==> src/rtl/cmd_frame_assembler.sv <==
// cmd_frame_assembler
// Collects four MSB-first serial bytes into a 32-bit command word, presents it
// with a level trigger for downstream edge detection, and for read commands
// (opcode nibble 6) captures the addressed block's value after a fixed latency
// and returns it as four bytes over a valid/ready transmit port.
module cmd_frame_assembler #(
  parameter int TIMEOUT_CYCLES = 50000,
  parameter int TRIG_LEN       = 2,
  parameter int RESP_WAIT      = 6
) (
  input  logic        clk,
  input  logic        rest,
  input  logic [7:0]  rxData,
  input  logic        rxValid,
  output logic [31:0] cmdOut,
  output logic        cmdTrigger,
  input  logic [31:0] respValue,
  output logic [7:0]  txData,
  output logic        txValid,
  input  logic        txReady,
  output logic        frameErr,
  output logic        rxOverrun,
  output logic        busy
);

  localparam logic [3:0] OP_READ = 4'd6;
  localparam int GAP_W   = $clog2(TIMEOUT_CYCLES + 1);
  localparam int CNT_MAX = (RESP_WAIT > TRIG_LEN) ? RESP_WAIT : TRIG_LEN;
  localparam int CNT_W   = $clog2(CNT_MAX + 1);
  localparam logic [GAP_W-1:0] GAP_LAST  = GAP_W'(TIMEOUT_CYCLES - 1);
  localparam logic [CNT_W-1:0] TRIG_LAST = CNT_W'(TRIG_LEN - 1);
  localparam logic [CNT_W-1:0] WAIT_LAST = CNT_W'(RESP_WAIT - 1);
  // A latency no longer than the trigger pulse captures as the trigger ends.
  localparam bit CAPTURE_IN_TRIG = (RESP_WAIT <= TRIG_LEN);

  typedef enum logic [2:0] {S_IDLE, S_RX, S_TRIG, S_WAIT, S_TX} stateType;

  stateType         state, stateNext;
  logic [23:0]      shreg;      // only the three earlier bytes need holding
  logic [1:0]       byteCnt;
  logic [GAP_W-1:0] gapCnt;
  logic [CNT_W-1:0] phaseCnt;   // cycles since cmdTrigger rose, minus one
  logic [1:0]       txIdx;
  logic [31:0]      resp;

  logic acceptByte, frameDone, timeout, overrun, capture, txFire;

  assign busy       = (state != S_IDLE);
  assign cmdTrigger = (state == S_TRIG);
  assign txValid    = (state == S_TX);

  // Next-state decode and single-cycle control strobes for the datapath
  always_comb begin
    // NOTE: every signal written here gets a default first; a path that forgot one would infer a latch.
    stateNext  = state;
    acceptByte = 1'b0;
    frameDone  = 1'b0;
    timeout    = 1'b0;
    overrun    = 1'b0;
    capture    = 1'b0;
    txFire     = 1'b0;
    case (state)
      S_IDLE: begin
        if (rxValid) begin
          acceptByte = 1'b1;
          stateNext  = S_RX;
        end
      end
      S_RX: begin
        if (rxValid) begin
          // A byte on the timeout cycle wins over the timeout.
          acceptByte = 1'b1;
          if (byteCnt == 2'd3) begin
            frameDone = 1'b1;
            stateNext = S_TRIG;
          end
        end else if (gapCnt == GAP_LAST) begin
          timeout   = 1'b1;
          stateNext = S_IDLE;
        end
      end
      S_TRIG: begin
        overrun = rxValid;
        if (phaseCnt == TRIG_LAST) begin
          if (cmdOut[31:28] != OP_READ) begin
            stateNext = S_IDLE;
          end else if (CAPTURE_IN_TRIG) begin
            capture   = 1'b1;
            stateNext = S_TX;
          end else begin
            stateNext = S_WAIT;
          end
        end
      end
      S_WAIT: begin
        overrun = rxValid;
        if (phaseCnt == WAIT_LAST) begin
          capture   = 1'b1;
          stateNext = S_TX;
        end
      end
      S_TX: begin
        overrun = rxValid;
        if (txReady) begin
          txFire = 1'b1;
          if (txIdx == 2'd3) stateNext = S_IDLE;
        end
      end
      default: stateNext = S_IDLE;
    endcase
  end

  // Response byte select, most significant byte first; zero when not sending
  always_comb begin
    txData = 8'h00;
    if (state == S_TX) begin
      case (txIdx)
        2'd0:    txData = resp[31:24];
        2'd1:    txData = resp[23:16];
        2'd2:    txData = resp[15:8];
        default: txData = resp[7:0];
      endcase
    end
  end

  // State register, frame assembly, counters and registered status pulses
  always_ff @(posedge clk) begin
    if (rest) begin
      state     <= S_IDLE;
      shreg     <= '0;
      byteCnt   <= '0;
      gapCnt    <= '0;
      phaseCnt  <= '0;
      txIdx     <= '0;
      resp      <= '0;
      cmdOut    <= '0;
      frameErr  <= 1'b0;
      rxOverrun <= 1'b0;
    end else begin
      // NOTE: non-blocking assignments so every register updates from pre-edge values.
      state     <= stateNext;
      frameErr  <= timeout;
      rxOverrun <= overrun;

      if (timeout)         shreg <= '0;
      else if (acceptByte) shreg <= {shreg[15:0], rxData};

      if (acceptByte)   byteCnt <= (state == S_IDLE) ? 2'd1 : byteCnt + 2'd1;
      else if (timeout) byteCnt <= '0;

      if (state == S_RX && !rxValid && !timeout) gapCnt <= gapCnt + 1'b1;
      else                                      gapCnt <= '0;

      // cmdOut moves only on a completed frame; downstream reads it late.
      if (frameDone) cmdOut <= {shreg, rxData};

      if (state == S_TRIG || state == S_WAIT) phaseCnt <= phaseCnt + 1'b1;
      else                                    phaseCnt <= '0;

      if (capture) resp <= respValue;

      // Wraps back to the first byte after the fourth handshake.
      if (txFire) txIdx <= txIdx + 2'd1;
    end
  end

endmodule

==> config.mk <==
export PLATFORM = sky130hd
export DESIGN_NAME = cmd_frame_assembler
export DESIGN_NICKNAME = d
export VERILOG_FILES = /design/src/rtl/cmd_frame_assembler.sv
export SDC_FILE = /design/constraint.sdc
export NUM_CORES = 1
export LEC_CHECK = 0
export CORE_MARGIN = 4
export CORE_UTILIZATION = 46
export CTS_CLUSTER_SIZE = 28
export DETAILED_ROUTE_END_ITERATION = 8
export PLACE_DENSITY = 0.82
export SKIP_CTS_REPAIR_TIMING = 1
export SYNTH_ARGS = -nofsm -noshare
export SYNTH_HDL_FRONTEND = slang
export SYNTH_SLANG_ARGS = --single-unit
==> constraint.sdc <==
create_clock -name clk -period 1.8 [get_ports clk]
set_input_delay 0.54 -clock clk [delete_from_list [all_inputs] [get_ports clk]]
set_output_delay 0.54 -clock clk [all_outputs]
set_load 0.02 [all_outputs]
==> results of run 1 <==
[area by class of cell]
cell class | instances | area, um^2 | area share
inverters | 8 | 35.0 | 0.00512
repair buffers | 134 | 1460 | 0.214
well taps | 133 | 166 | 0.0243
clock buffers | 22 | 473 | 0.0692
flip-flops and latches | 116 | 2340 | 0.342
clock inverters | 9 | 78.8 | 0.0115
multi-input cells | 421 | 2280 | 0.334
[metal layers]
metal | global-route usage | vias to the layer above | part of all wire
met1 | 0.246 | 2136 | 0.40
met5 | 0 | - | 0
met4 | 0.0947 | 0 | 0.026
met3 | 0.0591 | 35 | 0.079
li1 | - | 2163 | -
met2 | 0.383 | 214 | 0.50
[worst max-delay path by stage]
stage	to	slack [ns]	cells past startpoint
final	txData[3]	-0.76	7
after global routing	txData[2]	-0.78	7
after CTS	txData[3]	-1.22	7
after floorplan	txData[0]	0.0003	7
after global placement	txData[5]	-0.50	7
after detailed placement	txData[5]	-0.55	7
[cells by family after synthesis]
family | after synthesis | synth area share
AOI/OAI and AO/OA | 121 | 0.142
buffers and inverters | 49 | 0.0514
adders and majority gates | 8 | 0.0217
DFF | 116 | 0.502
xor gates and xnor gates | 14 | 0.0265
and+or+nand+nor | 277 | 0.256
[layout by cell type, fill, tap and decap left out, drive strengths merged, types with 2 or more instances in the layout]
cell type | synthesis | layout
a222oi | 8 | 8
or4 | 2 | 2
nor3 | 3 | 3
nor2b | 2 | 2
clkinvlp | 0 | 2
clkdlybuf4s50 | 0 | 42
and3 | 6 | 6
inv | 8 | 8
or3 | 7 | 7
buf | 11 | 56
o21ai | 5 | 5
xnor2 | 8 | 8
nand2 | 190 | 191
ha | 8 | 8
nand2b | 8 | 8
a21oi | 105 | 105
clkbuf | 30 | 24
dlymetal6s2s | 0 | 34
nand3b | 2 | 2
nor2 | 41 | 41
nand3 | 9 | 9
dfxtp | 116 | 116
xor2 | 6 | 6
clkinv | 0 | 6
[sequential cells by signal (all words and copies together), names as in the netlist]
name,flops
byteCnt,2
cmdOut,32
frameErr,1
gapCnt,16
phaseCnt,3
resp,32
rxOverrun,1
shreg,24
state,3
txIdx,2
[through the flow]
step	total power, mW	std cells
final	6.34	843
after global routing	6.53	843
after CTS	6.22	829
after detailed placement	3.14	798
after global placement	3.12	798
after floorplan	2.91	585
[power by group through the flow]
stage	combinational [mW]	sequential, mW	clock (mW)
after global placement	0.438	2.69	0
after floorplan	0.224	2.68	0
after detailed placement	0.445	2.69	0
after global routing	0.628	2.65	3.26
final	0.591	2.65	3.10
after CTS	0.459	2.64	3.13
[worst reg2reg max path, delay by kind of cell, from the launching register on]
kind | cells | cell delay, ns
AO/OA/AOI/OAI | 2 | 0.32
adder cells (fa/ha/maj) | 1 | 0.23
buffers and inverters | 2 | 0.27
flip-flops | 1 | 0.39
AND/OR/NAND/NOR | 3 | 0.65
==> summary.md, run 1 <==
The flow ran to the end, but the final reports show violations. The checks that failed: setup timing. The ratio of routed vias to standard cells was 5.40.

Share of the clock period used by the worst path: 1.42. The run gives -0.758 ns as the setup slack of the critical path after layout. In the post-synthesis netlist, the biggest area contributors are sky130_fd_sc_hd__dfxtp_1, sky130_fd_sc_hd__nand2_1, sky130_fd_sc_hd__a21oi_1, sky130_fd_sc_hd__nor2_1, sky130_fd_sc_hd__clkbuf_1. For the pin with the worst max-slew slack, the measured transition is 0.535 ns.

Summing all placed instances gives a cell area of 5830 um^2. Most used standard cell by instance count after synthesis: sky130_fd_sc_hd__nand2_1. For this design the total switching power over the nets is 1.47 mW.

The cell area that synthesis handed to floorplanning was 4620 um^2. Yosys printed 0 warnings. The routed length per instance came out at 16.8 um. The leading register cell type out of synthesis was sky130_fd_sc_hd__dfxtp_1. Setup violations remaining at the end of the flow were counted as 29. For the all-layer global routing usage, the log shows 0.217. For this run, the post-layout net count is 750. The synthesis-to-layout area growth was 47.9%; the final hold slack was 0.440 ns.

The kind of cell with the highest combined delay along the critical path is compound AO/OA/AOI/OAI gates. Entering global routing, the biggest net connects 34 pins. In this run the worst path has a maximum fanout of 8. For the number of clock buffers inserted by TritonCTS, the log shows 17. For this design the ratio of total power to cell area is 927 nW/um^2. The sequential power share came out at 0.418.

Together, buffers and inverters on the worst path number 2. The startpoint identified for the worst hold timing path is gapCnt[0]. The worst setup path is captured at an output pin. The number of hold violations in the final report is 0, and the antenna violation net count after detailed routing is 0. In this run the horizontal extent of the chip is 108 um. The share of total power in the clock network was 0.489; the logic depth of the worst register-to-register path was 8. Summed over all nets, the half-perimeter wirelength after detailed placement is 8120 um.

Prior to clock tree synthesis, the placed netlist has a worst setup slack of -0.555 ns. The critical path class was reg -> out. The number of cells on the worst hold path works out to 1.

The commonest cells after synthesis are sky130_fd_sc_hd__nand2_1, sky130_fd_sc_hd__dfxtp_1, sky130_fd_sc_hd__a21oi_1. The run gives 2 as the largest buffer count on any clock path. The starting density of the core came out at 0.473. The synthesized design contains 0 enable-type register cells. The later pin in the worst-skew pair is clocked with a latency of 0.52 ns. The critical path goes through inv_4 -> ha_4 -> a222oi_1 -> nor2_1 -> a21oi_2 -> nor2_2 -> buf_6. Vertical die dimension: 108 um. Clock root buffer: sky130_fd_sc_hd__clkbuf_8. The filler cells instantiated in the layout total 674.

The largest area contributor in the netlist was sky130_fd_sc_hd__dfxtp_1. TritonCTS built the clock tree. The die footprint was 11,700 um^2; the register-to-register path setup slack was -0.14 ns.

The portion of total power attributed to combinational logic is 0.093. For this run the aggregate overflow at the end of global routing stands at 0. The run gives 0.553 mV as the peak supply drop. The worst register-to-register path begins at txIdx[1].

The initial antenna violation count was 0; the share of synthesized flip-flops with an asynchronous set or reset was 0. For the number of vias in the routed layout, the log shows 4,548. The first global-routing pass estimated 20,000 um of wire.

The fraction of the core area covered by cells at the end of the flow is 0.699, and the minimum clock period after layout is 2.56 ns. The tool flagged a number of max-cap violations equal to 0. The number of antenna diodes in the final layout is 0. Internal power comes to 4.87 mW. Synthesis instantiated 38 different standard cells from the library.

Mean cell area of the mapped netlist: 7.90 um^2. The logs give 434 for the first-iteration detailed-routing DRC count and 14,100 um for the detailed-route wire length. The tools report the post-synthesis sequential area ratio as 0.502. 89 I/O pins were placed. The launching element of the worst setup path is txIdx[0]. The tools report the end of the worst register-to-register path as state[0]. For the final routed database, the setup TNS stands at -6.18 ns. The switching part of the total is 0.231. The core region is 9770 um^2. The tools report the kind of start point of the critical path as a flip-flop.

The count of input and output buffers was 88; the clock-pin slew reported for the worst setup and hold paths after clock tree synthesis was 0.05 ns. The number of standard cells after synthesis came out at 585. The final RePlAce weighted congestion is 0.927, and the number of register bits inferred by synthesis is 116. The run gives 0.640 as the headroom to the max-slew limit. At the worst endpoint, the required time is 1.26 ns. Counting every net in the synthesized netlist gives 637. The logs give 4,317 for the number of global-route vias before repair and 36 for the floorplan row count. Summed over all cells, the static leakage comes to 3.00 nW.

The peak per-stage delay on the critical path is 0.39 ns. The share of final-layout standard cells stronger than drive strength 1 is 0.213, and the final count of pins violating max slew is 0. The path with the worst hold slack has its endpoint at gapCnt[0]. In this run the number of H-tree levels came out at 4.

After routing the design area is 6840 um^2. For the number of iterations in the first detailed-routing pass, the log shows 7. Setup repair after global routing could not meet its margin everywhere.

The critical path data arrival time was 2.02 ns; the total DRC errors in the routed layout was 0. The highest clock frequency the design can meet came out at 391 MHz. The clock net in this run drives a total of 116 sinks.

The area share of the largest cell type after synthesis is 0.502. The min-delay analysis places its worst path in the category reg -> reg. Highest-delay cell along the critical path: sky130_fd_sc_hd__dfxtp_4. The tools report the setup clock skew after layout as 0.0113 ns.
Note: power is estimated with default switching activity, not from simulation.
==> run 2, diff against run 1 <==
CAP_MARGIN = 20   (was unset)
CORE_UTILIZATION = 51   (was 46)
PLACE_DENSITY = 0.86   (was 0.82)
clock period = 2.8 ns   (was 1.8 ns; I/O delays follow)
==> run 2 against run 1 <==
  * The run still ends with setup timing left
  * Total power shrank 33%
  * Sequential cell count is the same
  * Die area shrank 9.1%
  * Clock skew shrank 0.0026 ns
  * First-iteration DRC count shrank 5.3%
  * Wire length shrank 10%
  * Setup slack gained 0.70 ns
  * Via count shrank 3.9%
  * Count of clock-buffer cells in the layout shrank 1
==> summary.md, run 2 (synthesis results as in run 1) <==
The headroom to the max-slew limit was 0.303 (-0.337); the all-layer global routing usage was 0.240 (+0.0221). The final RePlAce weighted congestion is 0.919 (-0.82%). The tools report the final count of pins violating max slew as 0 (unchanged). The endpoint identified for the worst register-to-register timing path is shreg[8]. The clock-pin slew reported for the worst setup and hold paths after clock tree synthesis is 0.06 ns (about the same). By instance count, the cell type seen most on the critical path is sky130_fd_sc_hd__nor2_1. The setup slack of the critical path after layout was -0.0544 ns (+0.704 ns). The number of buffers and inverters on the critical path came out at 2 (unchanged).

Worst hold endpoint: cmdOut[30]. The fraction of the core area covered by cells at the end of the flow is 0.705 (+0.00530). The logs give 2 (-93%) for the final number of setup-violating endpoints and 0 (unchanged) for the number of hold violations in the final report.

The net count reported at finish was 711 (-5.2%); the floorplan row count was 34 (-5.6%). The tools report the pin count of the biggest net entering global routing as 54 (+59%). The run finished, with violations left. The tightest min-delay check is of the reg -> reg type. The area of the multi-input gates is 2110 um^2 (-7.5%), and the number of vias in the routed layout is 4,372 (-3.9%).

The library cells used most frequently in the layout, excluding fill and tap cells, are sky130_fd_sc_hd__nand2_1, sky130_fd_sc_hd__dfxtp_1, sky130_fd_sc_hd__a21oi_1. For the required time of the worst setup path, the log shows 1.96 ns (+0.70 ns). The logs give 4,180 (-3.2%) for the number of global-route vias before repair and 0 (unchanged) for the initial antenna violation count.

The number of clock buffers inserted by TritonCTS came out at 17 (unchanged). The share of the clock period used by the worst path was 1.02. The logic depth of the worst register-to-register path is 5 (-3). The clock root buffer was sky130_fd_sc_hd__clkbuf_8. For the half-perimeter wire length after detailed placement, the log shows 7860 um (-3.3%).

The slowest stage of the critical path is the sky130_fd_sc_hd__a222oi_1 cell. The logs give 0 (unchanged) for the number of antenna repair diodes and 8760 um^2 (-10%) for the area of the core region. The clock latency on the worst-skew pair was 0.51 ns (about the same). The vertical die dimension came out at 103 um (-4.7%). The critical path class is reg -> out. The critical path data arrival time was 2.01 ns (about the same).

The family with the most delay on the worst path was compound AO/OA/AOI/OAI gates. In this run the most critical hold path is launched from shreg[22]. Setup repair after global routing could not meet its margin everywhere. Met2 demand-to-capacity share in global routing: 0.409 (+0.0263). TritonCTS built the clock tree.

Clock sink total: 116 (unchanged). The register-to-register path setup slack is 0.76 ns (+0.90 ns). For the largest buffer count on any clock path, the log shows 2 (unchanged).

For the sequential cell area, the log shows 2330 um^2 (-0.32%). The overall die width is 103 um (-4.7%), and the areal power density over the cells is 685 nW/um^2 (-26%). The highest clock frequency the design can meet was 350 MHz; the starting density of the core was 0.528 (+0.0546).

The layer flagged by global routing as most heavily used is met2. Number of violations of the max-capacitance limit: 0 (unchanged). The number of levels in the clock H-tree is 4 (unchanged), and the met3 capacity usage during global routing is 0.0617 (+0.00260). The tools report the overall power consumption as 4.23 mW (-33%). The tools report the origin of the critical flop-to-flop path as gapCnt[13]. Leading cell type in the layout, fill and taps excluded: sky130_fd_sc_hd__nand2_1. The top fanout value on the critical path is 8 (unchanged), and the peak per-stage delay on the critical path is 0.41 ns (+0.02 ns).

In the final layout, the registers with the most flip-flops are cmdOut x32, resp x32, shreg x24. The routed length per instance came out at 16.3 um (-2.7%). The number of ports placed on the die boundary is 89 (unchanged), and the number of iterations in the first detailed-routing pass is 7 (unchanged).

The tools report the static leakage as 2.17 nW (-28%). Compared with the post-synthesis result, the final layout area differs by 33.6%. The tools report the first-iteration detailed-routing DRC count as 411 (-5.3%). The kind of start point of the critical path was a flip-flop. The peak supply drop was 0.395 mV (-29%). For the finished layout, the period the worst path requires is 2.85 ns. Total DRC errors in the routed layout: 0 (unchanged).

The share of final-layout standard cells stronger than drive strength 1 is 0.0982 (-0.114). The signal on the critical path passes through inv_4 -> ha_4 -> a222oi_1 -> nor2_1 -> a21oi_1 -> nor2_1 -> buf_4. The global-route wire length before repair is 19,600 um (-2.1%).

The actual transition at the worst max-transition pin is 1.04 ns (+0.510 ns), and the met1 routing resource usage after global routing is 0.278 (+0.0319). The worst slack at placement is 0.0223 ns (+0.577 ns). The ratio of routed vias to standard cells was 5.61 (+3.9%); the setup clock skew after layout was 0.00877 ns (-0.00257 ns).

For the number of fillers in the final layout, the log shows 646 (-4.2%). The count of input and output buffers is 88 (unchanged). The number of cells on the worst hold path was 2 (+1). The final reports fail on setup timing. The global route total overflow was 0 (unchanged). Die footprint: 10,700 um^2 (-9.1%). The antenna violation net count after detailed routing came out at 0 (unchanged). STA classifies the critical path endpoint as an output pin. The detailed-route wire length came out at 12,700 um (-10%).
==> run 2: cell count changes in the layout (fill, tap and decap cells not counted), moves of 10 or more <==
cell,previous run,this run
sky130_fd_sc_hd__buf_4,33,9
sky130_fd_sc_hd__buf_6,14,0
sky130_fd_sc_hd__a21oi_1,79,103
sky130_fd_sc_hd__a21oi_2,25,2
sky130_fd_sc_hd__clkdlybuf4s50_1,42,77
sky130_fd_sc_hd__dlymetal6s2s_1,34,2
sky130_fd_sc_hd__nor2_1,31,41
==> run 2: worst max path at each step <==
stage                      endpoint  startpoint  slack (ns)  cells past startpoint
after floorplan           txData[0]    txIdx[1]        0.57                      5
after global routing      txData[3]    txIdx[1]       -0.14                      7
final                     txData[3]    txIdx[1]       -0.05                      7
after CTS                 txData[3]    txIdx[1]       -0.62                      7
after detailed placement  txData[3]    txIdx[1]        0.02                      7
after global placement    txData[5]    txIdx[1]        0.13                      7
==> run 2: worst reg2reg max path: cells and delay by family, from the launching register on <==
family / cells / cell delay [ns]
AND/OR/NAND/NOR: 4 / 1.44
AO/OA/AOI/OAI: 1 / 0.12
flip-flops: 1 / 0.34
==> run 2: routing by layer <==
layer  up-vias  wire (um)
li1       2072          -
met1      2070       5030
met2       195       6320
met3        35        983
met4         0        383
met5         -          0
==> run 2: per-stage QoR <==
stage | hold slack, ns | setup TNS [ns] | instance area [um^2] | instances
global route | 0.468 | -0.432 | 6180 | 780
floorplan | 0.412 | 0 | 4620 | 585
global placement | 0.425 | 0 | 5520 | 748
finish | 0.451 | -0.0809 | 6180 | 780
detailed placement | 0.439 | 0 | 5520 | 748
CTS | 0.450 | -4.59 | 6150 | 780
==> run 2: area by class of cell <==
class / instances / area share
sequential: 116 / 0.377
multi-input combinational: 420 / 0.342
timing repair buffer: 96 / 0.151
clock buffer: 21 / 0.0744
clock inverter: 11 / 0.0280
tap: 108 / 0.0219
inverter: 8 / 0.00527
==> run 2: report_power, final <==
group          internal (mW)  switching [mW]
Combinational          0.118           0.134
Clock                   1.52           0.761
Sequential              1.67          0.0182
